File: src/rtl/alarma_pkg.sv
// Shared definitions for the multi-channel alarm clock.
//   - channel state encoding
//   - time-of-day limits
//   - hh:mm wrap-around addition used when pushing a snooze target forward
package alarma_pkg;

    typedef enum logic [1:0] {
        ST_IDLE     = 2'd0,
        ST_ARMED    = 2'd1,
        ST_RINGING  = 2'd2,
        ST_SNOOZED  = 2'd3
    } state_t;

    localparam int MINUTES_PER_HOUR = 60;
    localparam int HOURS_PER_DAY    = 24;

    // Reset / "no time stored" marker values.
    localparam logic [5:0] MIN_INVALID  = 6'h3F;
    localparam logic [4:0] HOUR_INVALID = 5'h1F;

    typedef struct packed {
        logic [4:0] h;
        logic [5:0] m;
    } hm_t;

    // Adds delta minutes (0..59) to a valid time. A single carry is enough
    // because both operands are below 60; the hour wraps 23 -> 0.
    function automatic hm_t wrap_add(input hm_t t, input logic [5:0] delta);
        logic [6:0] m_sum;
        hm_t        r;
        m_sum = {1'b0, t.m} + {1'b0, delta};
        r     = t;
        if (m_sum >= 7'(MINUTES_PER_HOUR)) begin
            r.m = 6'(m_sum - 7'(MINUTES_PER_HOUR));
            if (t.h >= 5'(HOURS_PER_DAY - 1)) begin
                r.h = 5'd0;
            end else begin
                r.h = t.h + 5'd1;
            end
        end else begin
            r.m = m_sum[5:0];
        end
        return r;
    endfunction

endpackage

File: src/rtl/alarma_canal.sv
// One alarm channel: stores set time, target time, snooze count and state.
// Ports:
//   clock, reset          - clock and synchronous active-high reset
//   tick                  - minute changed this cycle (from top)
//   minute_counter/ore_counter - current time
//   load                  - load strobe already decoded for this channel
//   minute_setare/ore_setare/enable_setare - values written by load
//   stop, snooze          - dismiss / snooze request for this channel
//   led                   - registered ringing indicator
//   armed                 - registered "state is not IDLE"
//   led_next              - value led takes on the next edge (for any_led)
module alarma_canal
    import alarma_pkg::*;
#(
    parameter int SNOOZE_MIN = 10,
    parameter int MAX_SNOOZE = 3
) (
    input  logic       clock,
    input  logic       reset,
    input  logic       tick,
    input  logic [5:0] minute_counter,
    input  logic [4:0] ore_counter,
    input  logic       load,
    input  logic [5:0] minute_setare,
    input  logic [4:0] ore_setare,
    input  logic       enable_setare,
    input  logic       stop,
    input  logic       snooze,
    output logic       led,
    output logic       armed,
    output logic       led_next
);

    state_t     state_reg, state_next;
    hm_t        set_reg, set_next;
    hm_t        tgt_reg, tgt_next;
    logic [3:0] cnt_reg, cnt_next;
    logic       led_reg;
    logic       armed_reg;
    logic       setting_valid;
    logic       time_match;
    logic       give_up;
    hm_t        tgt_snoozed;

    assign setting_valid = (minute_setare < 6'(MINUTES_PER_HOUR)) &&
                           (ore_setare < 5'(HOURS_PER_DAY));
    assign time_match    = (minute_counter == tgt_reg.m) && (ore_counter == tgt_reg.h);
    assign give_up       = (cnt_reg == 4'(MAX_SNOOZE));
    assign tgt_snoozed   = wrap_add(tgt_reg, 6'(SNOOZE_MIN));

    always_comb begin
        state_next = state_reg;
        set_next   = set_reg;
        tgt_next   = tgt_reg;
        cnt_next   = cnt_reg;

        if (load) begin
            set_next   = '{h: ore_setare, m: minute_setare};
            tgt_next   = '{h: ore_setare, m: minute_setare};
            cnt_next   = 4'd0;
            state_next = (enable_setare && setting_valid) ? ST_ARMED : ST_IDLE;
        end else if (stop && (state_reg == ST_RINGING || state_reg == ST_SNOOZED)) begin
            state_next = ST_ARMED;
            tgt_next   = set_reg;
            cnt_next   = 4'd0;
        end else if ((snooze || tick) && state_reg == ST_RINGING) begin
            // Explicit snooze or auto-snooze; once the budget is spent the
            // channel re-arms for the original time instead.
            if (give_up) begin
                state_next = ST_ARMED;
                tgt_next   = set_reg;
                cnt_next   = 4'd0;
            end else begin
                state_next = ST_SNOOZED;
                tgt_next   = tgt_snoozed;
                cnt_next   = cnt_reg + 4'd1;
            end
        end else if (tick && time_match &&
                     (state_reg == ST_ARMED || state_reg == ST_SNOOZED)) begin
            state_next = ST_RINGING;
        end
    end

    assign led_next = (state_next == ST_RINGING);

    always_ff @(posedge clock) begin
        if (reset) begin
            state_reg <= ST_IDLE;
            set_reg   <= '{h: HOUR_INVALID, m: MIN_INVALID};
            tgt_reg   <= '{h: HOUR_INVALID, m: MIN_INVALID};
            cnt_reg   <= 4'd0;
            led_reg   <= 1'b0;
            armed_reg <= 1'b0;
        end else begin
            state_reg <= state_next;
            set_reg   <= set_next;
            tgt_reg   <= tgt_next;
            cnt_reg   <= cnt_next;
            led_reg   <= led_next;
            armed_reg <= (state_next != ST_IDLE);
        end
    end

    assign led   = led_reg;
    assign armed = armed_reg;

endmodule

File: src/rtl/alarma_multi.sv
// Multi-channel alarm clock top.
// Ports:
//   clock, reset               - clock and synchronous active-high reset
//   minute_counter, ore_counter - current time (mm 0..59, hh 0..23)
//   load, load_ch              - one-cycle strobe writing a setting to load_ch
//   minute_setare, ore_setare, enable_setare - setting written by load
//   stop, snooze               - per-channel dismiss / snooze (level)
//   led, armed                 - per-channel registered status
//   any_led                    - registered OR of all led bits
module alarma_multi
    import alarma_pkg::*;
#(
    parameter int N_CH       = 4,
    parameter int SNOOZE_MIN = 10,
    parameter int MAX_SNOOZE = 3,
    localparam int CW        = (N_CH > 1) ? $clog2(N_CH) : 1
) (
    input  logic            clock,
    input  logic            reset,
    input  logic [5:0]      minute_counter,
    input  logic [4:0]      ore_counter,
    input  logic            load,
    input  logic [CW-1:0]   load_ch,
    input  logic [5:0]      minute_setare,
    input  logic [4:0]      ore_setare,
    input  logic            enable_setare,
    input  logic [N_CH-1:0] stop,
    input  logic [N_CH-1:0] snooze,
    output logic [N_CH-1:0] led,
    output logic [N_CH-1:0] armed,
    output logic            any_led
);

    logic [5:0]      prev_minute_reg;
    logic            tick;
    logic [N_CH-1:0] led_next_vec;
    logic            any_led_reg;

    // Any change of the minute value counts as a tick; the 6'h3F reset value
    // makes the first cycle after reset a tick as well (harmless: all IDLE).
    assign tick = (minute_counter != prev_minute_reg);

    always_ff @(posedge clock) begin
        if (reset) begin
            prev_minute_reg <= MIN_INVALID;
            any_led_reg     <= 1'b0;
        end else begin
            prev_minute_reg <= minute_counter;
            // Built from the channels' next led values so any_led rises on
            // the same edge as the led bits themselves.
            any_led_reg     <= |led_next_vec;
        end
    end

    assign any_led = any_led_reg;

    generate
        for (genvar gi = 0; gi < N_CH; gi++) begin : g_canal
            alarma_canal #(
                .SNOOZE_MIN (SNOOZE_MIN),
                .MAX_SNOOZE (MAX_SNOOZE)
            ) u_canal (
                .clock          (clock),
                .reset          (reset),
                .tick           (tick),
                .minute_counter (minute_counter),
                .ore_counter    (ore_counter),
                .load           (load && (load_ch == CW'(gi))),
                .minute_setare  (minute_setare),
                .ore_setare     (ore_setare),
                .enable_setare  (enable_setare),
                .stop           (stop[gi]),
                .snooze         (snooze[gi]),
                .led            (led[gi]),
                .armed          (armed[gi]),
                .led_next       (led_next_vec[gi])
            );
        end
    endgenerate

endmodule

File: config.mk
export PLATFORM = sky130hd
export DESIGN_NAME = alarma_multi
export DESIGN_NICKNAME = d
export VERILOG_FILES = /design/src/rtl/alarma_pkg.sv /design/src/rtl/alarma_canal.sv /design/src/rtl/alarma_multi.sv
export SDC_FILE = /design/constraint.sdc
export NUM_CORES = 1
export LEC_CHECK = 0
export ABC_AREA = 0
export ABC_CLOCK_PERIOD_IN_PS = 3600
export BUFFER_PORTS_ARGS = -buffer_cell sky130_fd_sc_hd__buf_2
export CAP_MARGIN = 20
export CORE_AREA = 2 2 116 118
export CTS_BUF_LIST = sky130_fd_sc_hd__clkbuf_4 sky130_fd_sc_hd__clkbuf_8
export DETAILED_ROUTE_END_ITERATION = 6
export DIE_AREA = 0 0 118 120
export PLACE_DENSITY = 0.74
export SYNTH_ARGS = -nofsm -noshare
export SYNTH_HDL_FRONTEND = slang
export SYNTH_SLANG_ARGS = --single-unit
File: constraint.sdc
create_clock -name clock -period 3.6 [get_ports clock]
set_input_delay 0.54 -clock clock [delete_from_list [all_inputs] [get_ports clock]]
set_output_delay 0.54 -clock clock [all_outputs]
set_load 0.01 [all_outputs]
==> key figures, run 1 <==
Setup path
  – Largest fanout on the critical path: 10
  – Critical Path AT: about 3.1 ns
  – Kind of start point of the critical path: register
  – Worst Path Class, Setup: reg -> reg
  – Critical path required time: around 4.0 ns
  – Kind of end point of the critical path: register
  – Worst r2r dst: g_canal[3].u_canal.tgt_reg[8]$_SDFFE_PP1P_
  – Worst R2R Start: g_canal[3].u_canal.tgt_reg[1]$_SDFFE_PP1P_
  – Reg2reg setup slack: ~0.82 ns
  – Worst r2r path cells: 8

Power
  – Portion of total power attributed to the clock network: a little under two fifths
  – Net switching power figure: 943 uW
  – Total Power: ~3.3 mW
  – Power density over the cells: 406 nW/um^2
  – Max rail drop VDD: around 0.22 mV
  – Internal power: approximately 2.4 mW
  – Comb pwr share: 15.7%
  – Net switching fraction of the power: 28.5%
  – Static Leak: approximately 3.3 nW
  – Sequential Power Share: between 40% and 50%

Synth
  – Number of library cell types mapped by synthesis: 76
  – Fraction of registers with async set or reset after synthesis: 0%
  – Number of synthesized flops with an enable pin: 0
  – Post-synth top area share: around 33%
  – Synth Area per Inst: just over 8 sq um
  – Cell types with the largest area share after synthesis: dfxtp_1 (33%), nand2_1 (6.1%), xor2_1 (5.5%)
  – Proportion of synthesized chip area in sequential cells: 33.4%
  – Number of nets produced by synthesis: 993
  – Number of flip-flops and latches in the synthesized netlist: 127
  – Primary flip-flop cell chosen by synthesis mapping: dfxtp_1
  – Instance count of the mapped netlist: around 940
  – Most area-hungry cell type in the Yosys netlist: dfxtp_1
  – Summed instance area of the synthesized netlist: between 7000 and 8000 sq um
  – Number of warnings printed during yosys synthesis: 0

Floorplanning
  – Area enclosed by the die boundary: approximately 14000 sq um
  – Num rows: 42
  – Horiz. Die Dim: ~120 microns
  – Chip height: 120 microns
  – Effective utilization at floorplan: 58.7%
  – Placeable core region: between 10000 and 15000 sq um
  – Top Ports: 45

Timing
  – Unrepaired setup endpoints after global routing: false
  – Slew at the pin closest to its max-slew limit: between 0.8 and 0.9 ns
  – Final setup TNS: 0 ns
  – Worst Skew: 0.00656 ns
  – Final count of hold timing violations: 0
  – Final setup violating endpoints: 0
  – Number of pins exceeding their max-slew limit in the final report: 0
  – Post-route minimum period: 2.78 ns
  – F_max: around 0.36 GHz
  – Portion of the clock cycle consumed by the worst path in the final layout: just under 80%
  – Slew headroom: 40.2%

Routing
  – Post-detailed-route via-to-cell ratio: between 6 and 7
  – Routed Wire Length: 20400 microns
  – Initial detailed-routing violation count: 783
  – Vias after detailed routing: 6917
  – Final antenna-violating net count: 0
  – Drc violations: 0
  – Number of iterations in the first detailed-routing pass: 5
  – Wire length per cell: 18.0 microns

Global routing
  – Maximum number of pins on one net before global-route repair: 45
  – Overflow left after global routing: 0
  – Wire length of the first global-routing pass: between 30000 and 40000 microns
  – Number of global-route vias before repair: approximately 6500
  – Initial antenna violation count: 0
  – Total routing resource utilization after global routing: between 20% and 30%

Placement
  – Input/output buffers: between 40 and 50
  – Detail Placement HPWL: 14300 microns
  – Final estimated routing congestion in global placement: ~0.91
  – Number of placed instances with taps included: 1097

Clocking
  – Clock tree root driver cell: clkbuf_8
  – Number of gates resized after cts: 0
  – Number of buffers created by CTS: 17
  – Clock latency on the worst-skew pair: around 0.46 ns
  – # H-tree levels: 4
  – Clock buffer depth: 2
  – Setup bufs post-CTS: 0
  – Clock slew seen by the registers of the worst setup and hold paths: around 0.070 ns
  – Post-CTS Hold Fix Bufs: 0
  – CTS tree: yes
  – Clock sink count: ~130

Min path
  – Min-delay worst type: in -> reg
  – Worst hold start: ore_setare[1]
  – Depth of the worst hold-timing path: 3
  – End point of the most critical hold path: g_canal[3].u_canal.set_reg[7]$_SDFFE_PP1P_

Cells and area
  – Antenna Cells: 0
  – Util after Layout: 62.8%
  – Final Instance Count excl. Fillers: between 1000 and 1500
  – Area growth from synthesis to final layout: 7.00%
  – Sequential cell area: ~2500 sq um
  – Area of combinational cells with multiple inputs: around 4600 sq um
  – Layout fillers: 1205
  – Commonest non-fill, non-tap cell in the layout: dfxtp_1
  – # nets final: 992
  – Fraction of layout cells with a size suffix above 1: 12.6%
  – Commonest cells after routing, fill and taps aside: dfxtp_1 (127), nand2_1 (123), nor2_1 (93)

Run status
  – Result of the run: finished clean

Run
  – Number of max-cap violations: 0
## worst max-delay path, cell delays in order (launching register included)
cell	delay (ns)
dfxtp_1	0.48
ha_1	0.39
xnor2_1	0.21
ha_1	0.20
and3b_1	0.23
a21oi_1	0.07
o31ai_1	0.54
o32ai_4	0.21
a211o_1	0.34
## final cells by class
class	count	area share [%]
Clock buffer	25	3.76
Sequential cell	127	31.2
Inverter	19	0.875
Clock inverter	7	1.04
Tap cell	176	2.70
Timing Repair Buffer	55	3.72
Multi-Input combinational cell	720	56.7
## power by group through the flow
stage               Combinational [mW]  Clock [mW]  Sequential (mW)
finish                           0.519        1.25             1.54
detailed placement               0.508           0             1.57
floorplan                        0.415           0             1.53
global placement                 0.501           0             1.57
CTS                              0.513        1.26             1.54
global route                     0.574        1.32             1.55
## metrics by stage
stage	hold slack (ns)	cell area, sq um	setup WS (ns)
6_report	0.425	8150	0.818
5_1_grt	0.411	8150	0.638
4_1_cts	0.393	8150	0.849
3_5_place_dp	0.432	7760	0.880
3_3_place_gp	0.427	7760	0.901
2_1_floorplan	0.418	7620	1.11
## how the worst max path moves through the flow
| stage | start | end | slack (ns) | cells past startpoint |
|---|---|---|---|---|
| 2_1_floorplan | g_canal[2].u_canal.tgt_reg[2]$_SDFFE_PP1P_ | g_canal[2].u_canal.tgt_reg[3]$_SDFFE_PP1P_ | 1.11 | 10 |
| 3_3_place_gp | minute_counter[1] | any_led$_SDFF_PP0_ | 0.90 | 7 |
| 3_5_place_dp | minute_counter[1] | any_led$_SDFF_PP0_ | 0.88 | 7 |
| 4_1_cts | g_canal[2].u_canal.tgt_reg[1]$_SDFFE_PP1P_ | g_canal[2].u_canal.tgt_reg[3]$_SDFFE_PP1P_ | 0.85 | 9 |
| 5_1_grt | g_canal[2].u_canal.tgt_reg[1]$_SDFFE_PP1P_ | g_canal[2].u_canal.tgt_reg[8]$_SDFFE_PP1P_ | 0.64 | 8 |
| 6_report | g_canal[3].u_canal.tgt_reg[1]$_SDFFE_PP1P_ | g_canal[3].u_canal.tgt_reg[8]$_SDFFE_PP1P_ | 0.82 | 8 |
## cells by family after synthesis
family | synth area share, %
flip-flops | 33.4
XOR/XNOR | 9.48
adder cells (fa/ha/maj) | 2.63
multiplexers | 2.71
AND/OR/NAND/NOR | 21.4
buffers and inverters | 6.01
AO/OA/AOI/OAI | 24.4
## layer usage
metal	share of wire [%]	up-vias	global-route usage, %
met4	3.2	0	12.2
met2	45	262	47.2
met3	7.5	47	6.65
met5	0	-	0
li1	-	3358	-
met1	44	3250	39.4
## cells in the mapped netlist, types with 10 or more instances
| cell | count |
|---|---|
| inv_1 | 19 |
| o31ai_1 | 11 |
| o21ai_1 | 12 |
| dfxtp_1 | 127 |
| nand3_1 | 19 |
| nor2_1 | 93 |
| a21oi_1 | 60 |
| mux2i_1 | 15 |
| clkbuf_1 | 39 |
| buf_2 | 15 |
| nor3_1 | 33 |
| a211oi_1 | 10 |
| a21boi_0 | 16 |
| a21o_1 | 14 |
| xnor2_1 | 27 |
| xor2_1 | 48 |
| o21ai_0 | 49 |
| nand2_1 | 123 |
| ha_1 | 16 |
(Power assumes the default switching activity.)
==> inputs of run 2 (changes only) <==
Settings changed: ABC_AREA 0 to 1, ABC_CLOCK_PERIOD_IN_PS 3600 to 2250, PLACE_DENSITY 0.74 to 0.73.
Clock period 3.6 ns to 2.25 ns, I/O delays scaled along.
==> run 2 against run 1 <==
  * Fmax up 33%
  * Global-route usage fell by 1.7 points
  * Register-to-register slack worse by 0.65 ns
  * Combinational power is 65% higher
  * Clock-buffer cell count down 1
  * Sequential power is 57% higher
  * Sequential share of layout area up 0.52 points
  * Largest power group unchanged
  * Clock power increased by 60%
  * Setup slack worse by 0.65 ns
  * Via count rose by 0.90%
  * Hold slack got worse by 0.30 ns
  * First-iteration DRC count down 26%
==> key figures, run 2 <==
Clocking
  – Clock tree root driver cell: clkbuf_8 (unchanged)
  – Clock latency on the worst-skew pair: 0.48 ns (was 0.46 ns)
  – Clock buffer depth: 2 (unchanged)
  – Clock sink count: 127 (unchanged)
  – # H-tree levels: 4 (unchanged)
  – CTS tree: yes (unchanged)
  – Clock slew seen by the registers of the worst setup and hold paths: 0.07 ns (about the same)
  – Number of buffers created by CTS: 17 (unchanged)
  – Post-CTS Hold Fix Bufs: 0 (unchanged)

Setup path
  – Largest fanout on the critical path: 7 (was 10)
  – Worst-path cell with the longest stage delay: dfxtp_2 (was o31ai_1)
  – Maximum cell stage delay along the critical path: 0.36 ns (was 0.54 ns)
  – CP startpoint: g_canal[0].u_canal.tgt_reg[1]$_SDFFE_PP1P_ (was g_canal[3].u_canal.tgt_reg[1]$_SDFFE_PP1P_)
  – Worst R2R Start: g_canal[0].u_canal.tgt_reg[1]$_SDFFE_PP1P_ (was g_canal[3].u_canal.tgt_reg[1]$_SDFFE_PP1P_)
  – Kind of start point of the critical path: register (unchanged)
  – Critical Path AT: 2.44 ns (was 3.13 ns)
  – Kind of end point of the critical path: register (unchanged)
  – Worst-path cell chain: ha_1, xnor2_2, ha_1, and3_1, nand3_1, nand3_1, inv_1, nand2_1, nand2_2, inv_2, nand2_1, o211ai_1 (was ha_1, xnor2_1, ha_1, and3b_1, a21oi_1, o31ai_1, o32ai_4, a211o_1)
  – Critical path required time: 2.60 ns (was 3.95 ns)
  – Worst Path Class, Setup: reg -> reg (unchanged)

Routing
  – Wire length per cell: 14.7 microns (was 18.0 microns)
  – Routed Wire Length: 19200 microns (was 20400 microns)
  – Initial detailed-routing violation count: 581 (was 783)
  – Post-detailed-route via-to-cell ratio: 5.34 (was 6.13)
  – Drc violations: 0 (unchanged)
  – Vias after detailed routing: 6979 (was 6917)
  – Final antenna-violating net count: 0 (unchanged)
  – Number of iterations in the first detailed-routing pass: 7 (was 5)

Cells and area
  – Commonest non-fill, non-tap cell in the layout: nand2_1 (was dfxtp_1)
  – Antenna Cells: 0 (unchanged)
  – Final Instance Count excl. Fillers: 1306 (was 1129)
  – Commonest cells after routing, fill and taps aside: nand2_1 (336), dfxtp_1 (126), inv_1 (105) (was dfxtp_1 (127), nand2_1 (123), nor2_1 (93))
  – Area growth from synthesis to final layout: 11.5% (was 7.00%)
  – # nets final: 1170 (was 992)
  – Fraction of layout cells with a size suffix above 1: 13.5% (was 12.6%)

Global routing
  – Initial antenna violation count: 0 (unchanged)
  – Maximum number of pins on one net before global-route repair: 37 (was 45)
  – Overflow left after global routing: 0 (unchanged)
  – Total routing resource utilization after global routing: 28.1% (was 29.8%)
  – Wire length of the first global-routing pass: 31300 microns (was 33200 microns)
  – Number of global-route vias before repair: 6228 (was 6502)

Synth
  – Instance count of the mapped netlist: 1076 (was 941)
  – Synth Area per Inst: 6.69 sq um (was 8.09 sq um)
  – Number of warnings printed during yosys synthesis: 0 (unchanged)
  – Post-synth top area share: 35.3% (was 33.4%)
  – Primary flip-flop cell chosen by synthesis mapping: dfxtp_1 (unchanged)
  – Proportion of synthesized chip area in sequential cells: 35.3% (was 33.4%)
  – Most common cell in the netlist: nand2_1 (was dfxtp_1)
  – Number of nets produced by synthesis: 1128 (was 993)
  – Summed instance area of the synthesized netlist: 7200 sq um (was 7620 sq um)
  – Commonest cells post-synth: nand2_1 (336), dfxtp_1 (127), inv_1 (105) (was dfxtp_1 (127), nand2_1 (123), nor2_1 (93))
  – Number of library cell types mapped by synthesis: 39 (was 76)
  – Most area-hungry cell type in the Yosys netlist: dfxtp_1 (unchanged)
  – Cell types with the largest area share after synthesis: dfxtp_1 (35%), nand2_1 (18%), nand3_1 (6.9%) (was dfxtp_1 (33%), nand2_1 (6.1%), xor2_1 (5.5%))
  – Number of flip-flops and latches in the synthesized netlist: 127 (unchanged)
  – Fraction of registers with async set or reset after synthesis: 0% (unchanged)
  – Number of synthesized flops with an enable pin: 0 (unchanged)

Placement
  – Final estimated routing congestion in global placement: 0.929 (was 0.909)
  – Number of placed instances with taps included: 1274 (was 1097)
  – Input/output buffers: 44 (unchanged)
  – Detail Placement HPWL: 14400 microns (was 14300 microns)

Floorplanning
  – Placeable core region: 13000 sq um (unchanged)
  – Horiz. Die Dim: 118 microns (unchanged)
  – Area enclosed by the die boundary: 14200 sq um (unchanged)
  – Chip height: 120 microns (unchanged)
  – Effective utilization at floorplan: 55.4% (was 58.7%)
  – Top Ports: 45 (unchanged)
  – Num rows: 42 (unchanged)

Power
  – Internal power: 3.76 mW (was 2.37 mW)
  – Power density over the cells: 658 nW/um^2 (was 406 nW/um^2)
  – Net switching power figure: 1.52 mW (was 943 uW)
  – Comb pwr share: 16.2% (was 15.7%)
  – Max rail drop VDD: 0.377 mV (was 0.222 mV)
  – Portion of total power attributed to the clock network: 37.9% (was 37.8%)
  – Sequential Power Share: 45.9% (was 46.5%)
  – Net switching fraction of the power: 28.7% (was 28.5%)
  – Static Leak: 4.22 nW (was 3.32 nW)

Timing
  – Post-route minimum period: 2.08 ns (was 2.78 ns)
  – Final setup violating endpoints: 0 (unchanged)
  – Unrepaired setup endpoints after global routing: false (unchanged)
  – Portion of the clock cycle consumed by the worst path in the final layout: 92.6% (was 77.3%)
  – Final count of hold timing violations: 0 (unchanged)
  – Number of pins exceeding their max-slew limit in the final report: 0 (unchanged)
  – Slew headroom: 58.2% (was 40.2%)
  – Slew at the pin closest to its max-slew limit: 0.626 ns (was 0.897 ns)
  – Worst Skew: 0.00910 ns (was 0.00656 ns)
  – F_max: 0.480 GHz (was 0.360 GHz)
  – Final setup TNS: 0 ns (unchanged)

Run
  – Number of max-cap violations: 0 (unchanged)

Run status
  – Result of the run: finished clean (unchanged)

Min path
  – Worst hold start: minute_setare[1] (was ore_setare[1])
  – Min-delay worst type: in -> reg (unchanged)
run 2: cell types whose count changed in the layout (fill, tap and decap cells not counted), moves of 13 or more:
cell / previous run / this run
xor2_1: 48 / 16
nor2_1: 93 / 80
mux2i_1: 15 / 0
inv_1: 19 / 105
nor3_1: 33 / 7
o211ai_1: 9 / 48
a21o_1: 14 / 0
a21boi_0: 16 / 0
nand2_1: 123 / 336
inv_2: 0 / 20
o21ai_0: 49 / 27
a21oi_1: 60 / 35
nand3_1: 19 / 99
nand2_2: 0 / 15
run 2: cell type report:
type,count,area (sq um)
Timing Repair Buffer,62,393
Inverter,127,477
Fill cell,1245,4960
Clock inverter,7,85.1
Sequential cell,127,2540
Tap cell,176,220
Multi-Input combinational cell,783,4000
Clock buffer,24,305
run 2: worst paths after layout:
path	end	slack, ns	depth (start not counted)
max	g_canal[0].u_canal.tgt_reg[10]$_SDFFE_PP1P_	0.17	12
min	g_canal[3].u_canal.set_reg[1]$_SDFFE_PP1P_	0.12	3
max reg2reg	g_canal[0].u_canal.tgt_reg[10]$_SDFFE_PP1P_	0.17	12
min reg2reg	g_canal[0].u_canal.set_reg[7]$_SDFFE_PP1P_	0.45	2
run 2: through the flow:
stage | util [%] | setup WS (ns) | area (sq um) | hold WS (ns) | total power [mW]
2_1_floorplan | - | 0.404 | 7200 | 0.409 | 3.06
3_3_place_gp | 58.6 | 0.190 | 7610 | 0.430 | 3.30
3_5_place_dp | 58.6 | 0.170 | 7610 | 0.437 | 3.30
4_1_cts | 61.6 | 0.136 | 8000 | 0.113 | 5.28
5_1_grt | 61.8 | 0.0217 | 8020 | 0.125 | 5.52
6_report | 61.8 | 0.166 | 8020 | 0.122 | 5.28
run 2: what timing repair did:
| item | CTS | global route |
|---|---|---|
| setup buffers | 0 | 1 |
| gates resized for setup | 0 | 3 |
| setup endpoints to repair | 0 | 8 |
run 2: per-layer routing:
layer	vias to the layer above	GRT usage, %	share of wire, %
li1	3587	-	-
met1	3126	38.1	47
met2	227	43.5	44
met3	39	6.13	6.8
met4	0	11.7	2.9
met5	-	0	0
run 2: critical path: cells and delay by family (launching register included):
family	cells	cell delay (ns)
compound gates	1	0.08
fa+ha+maj	2	0.48
simple gates	6	0.68
xor+xnor	1	0.17
buf+inv	2	0.19
flops	1	0.36
run 2: cells by family after synthesis:
kind of cell	share of synthesized area [%]
xor+xnor	5.23
buf+inv	9.32
simple gates	34.6
fa+ha+maj	2.78
compound gates	12.7
flops	35.3
run 2: power groups by stage:
stage          logic (mW)  registers, mW  clock network [mW]
2_1_floorplan       0.612           2.45                   0
3_3_place_gp        0.827           2.47                   0
3_5_place_dp        0.834           2.47                   0
4_1_cts             0.840           2.42                2.02
5_1_grt             0.970           2.43                2.12
6_report            0.857           2.42                2.00
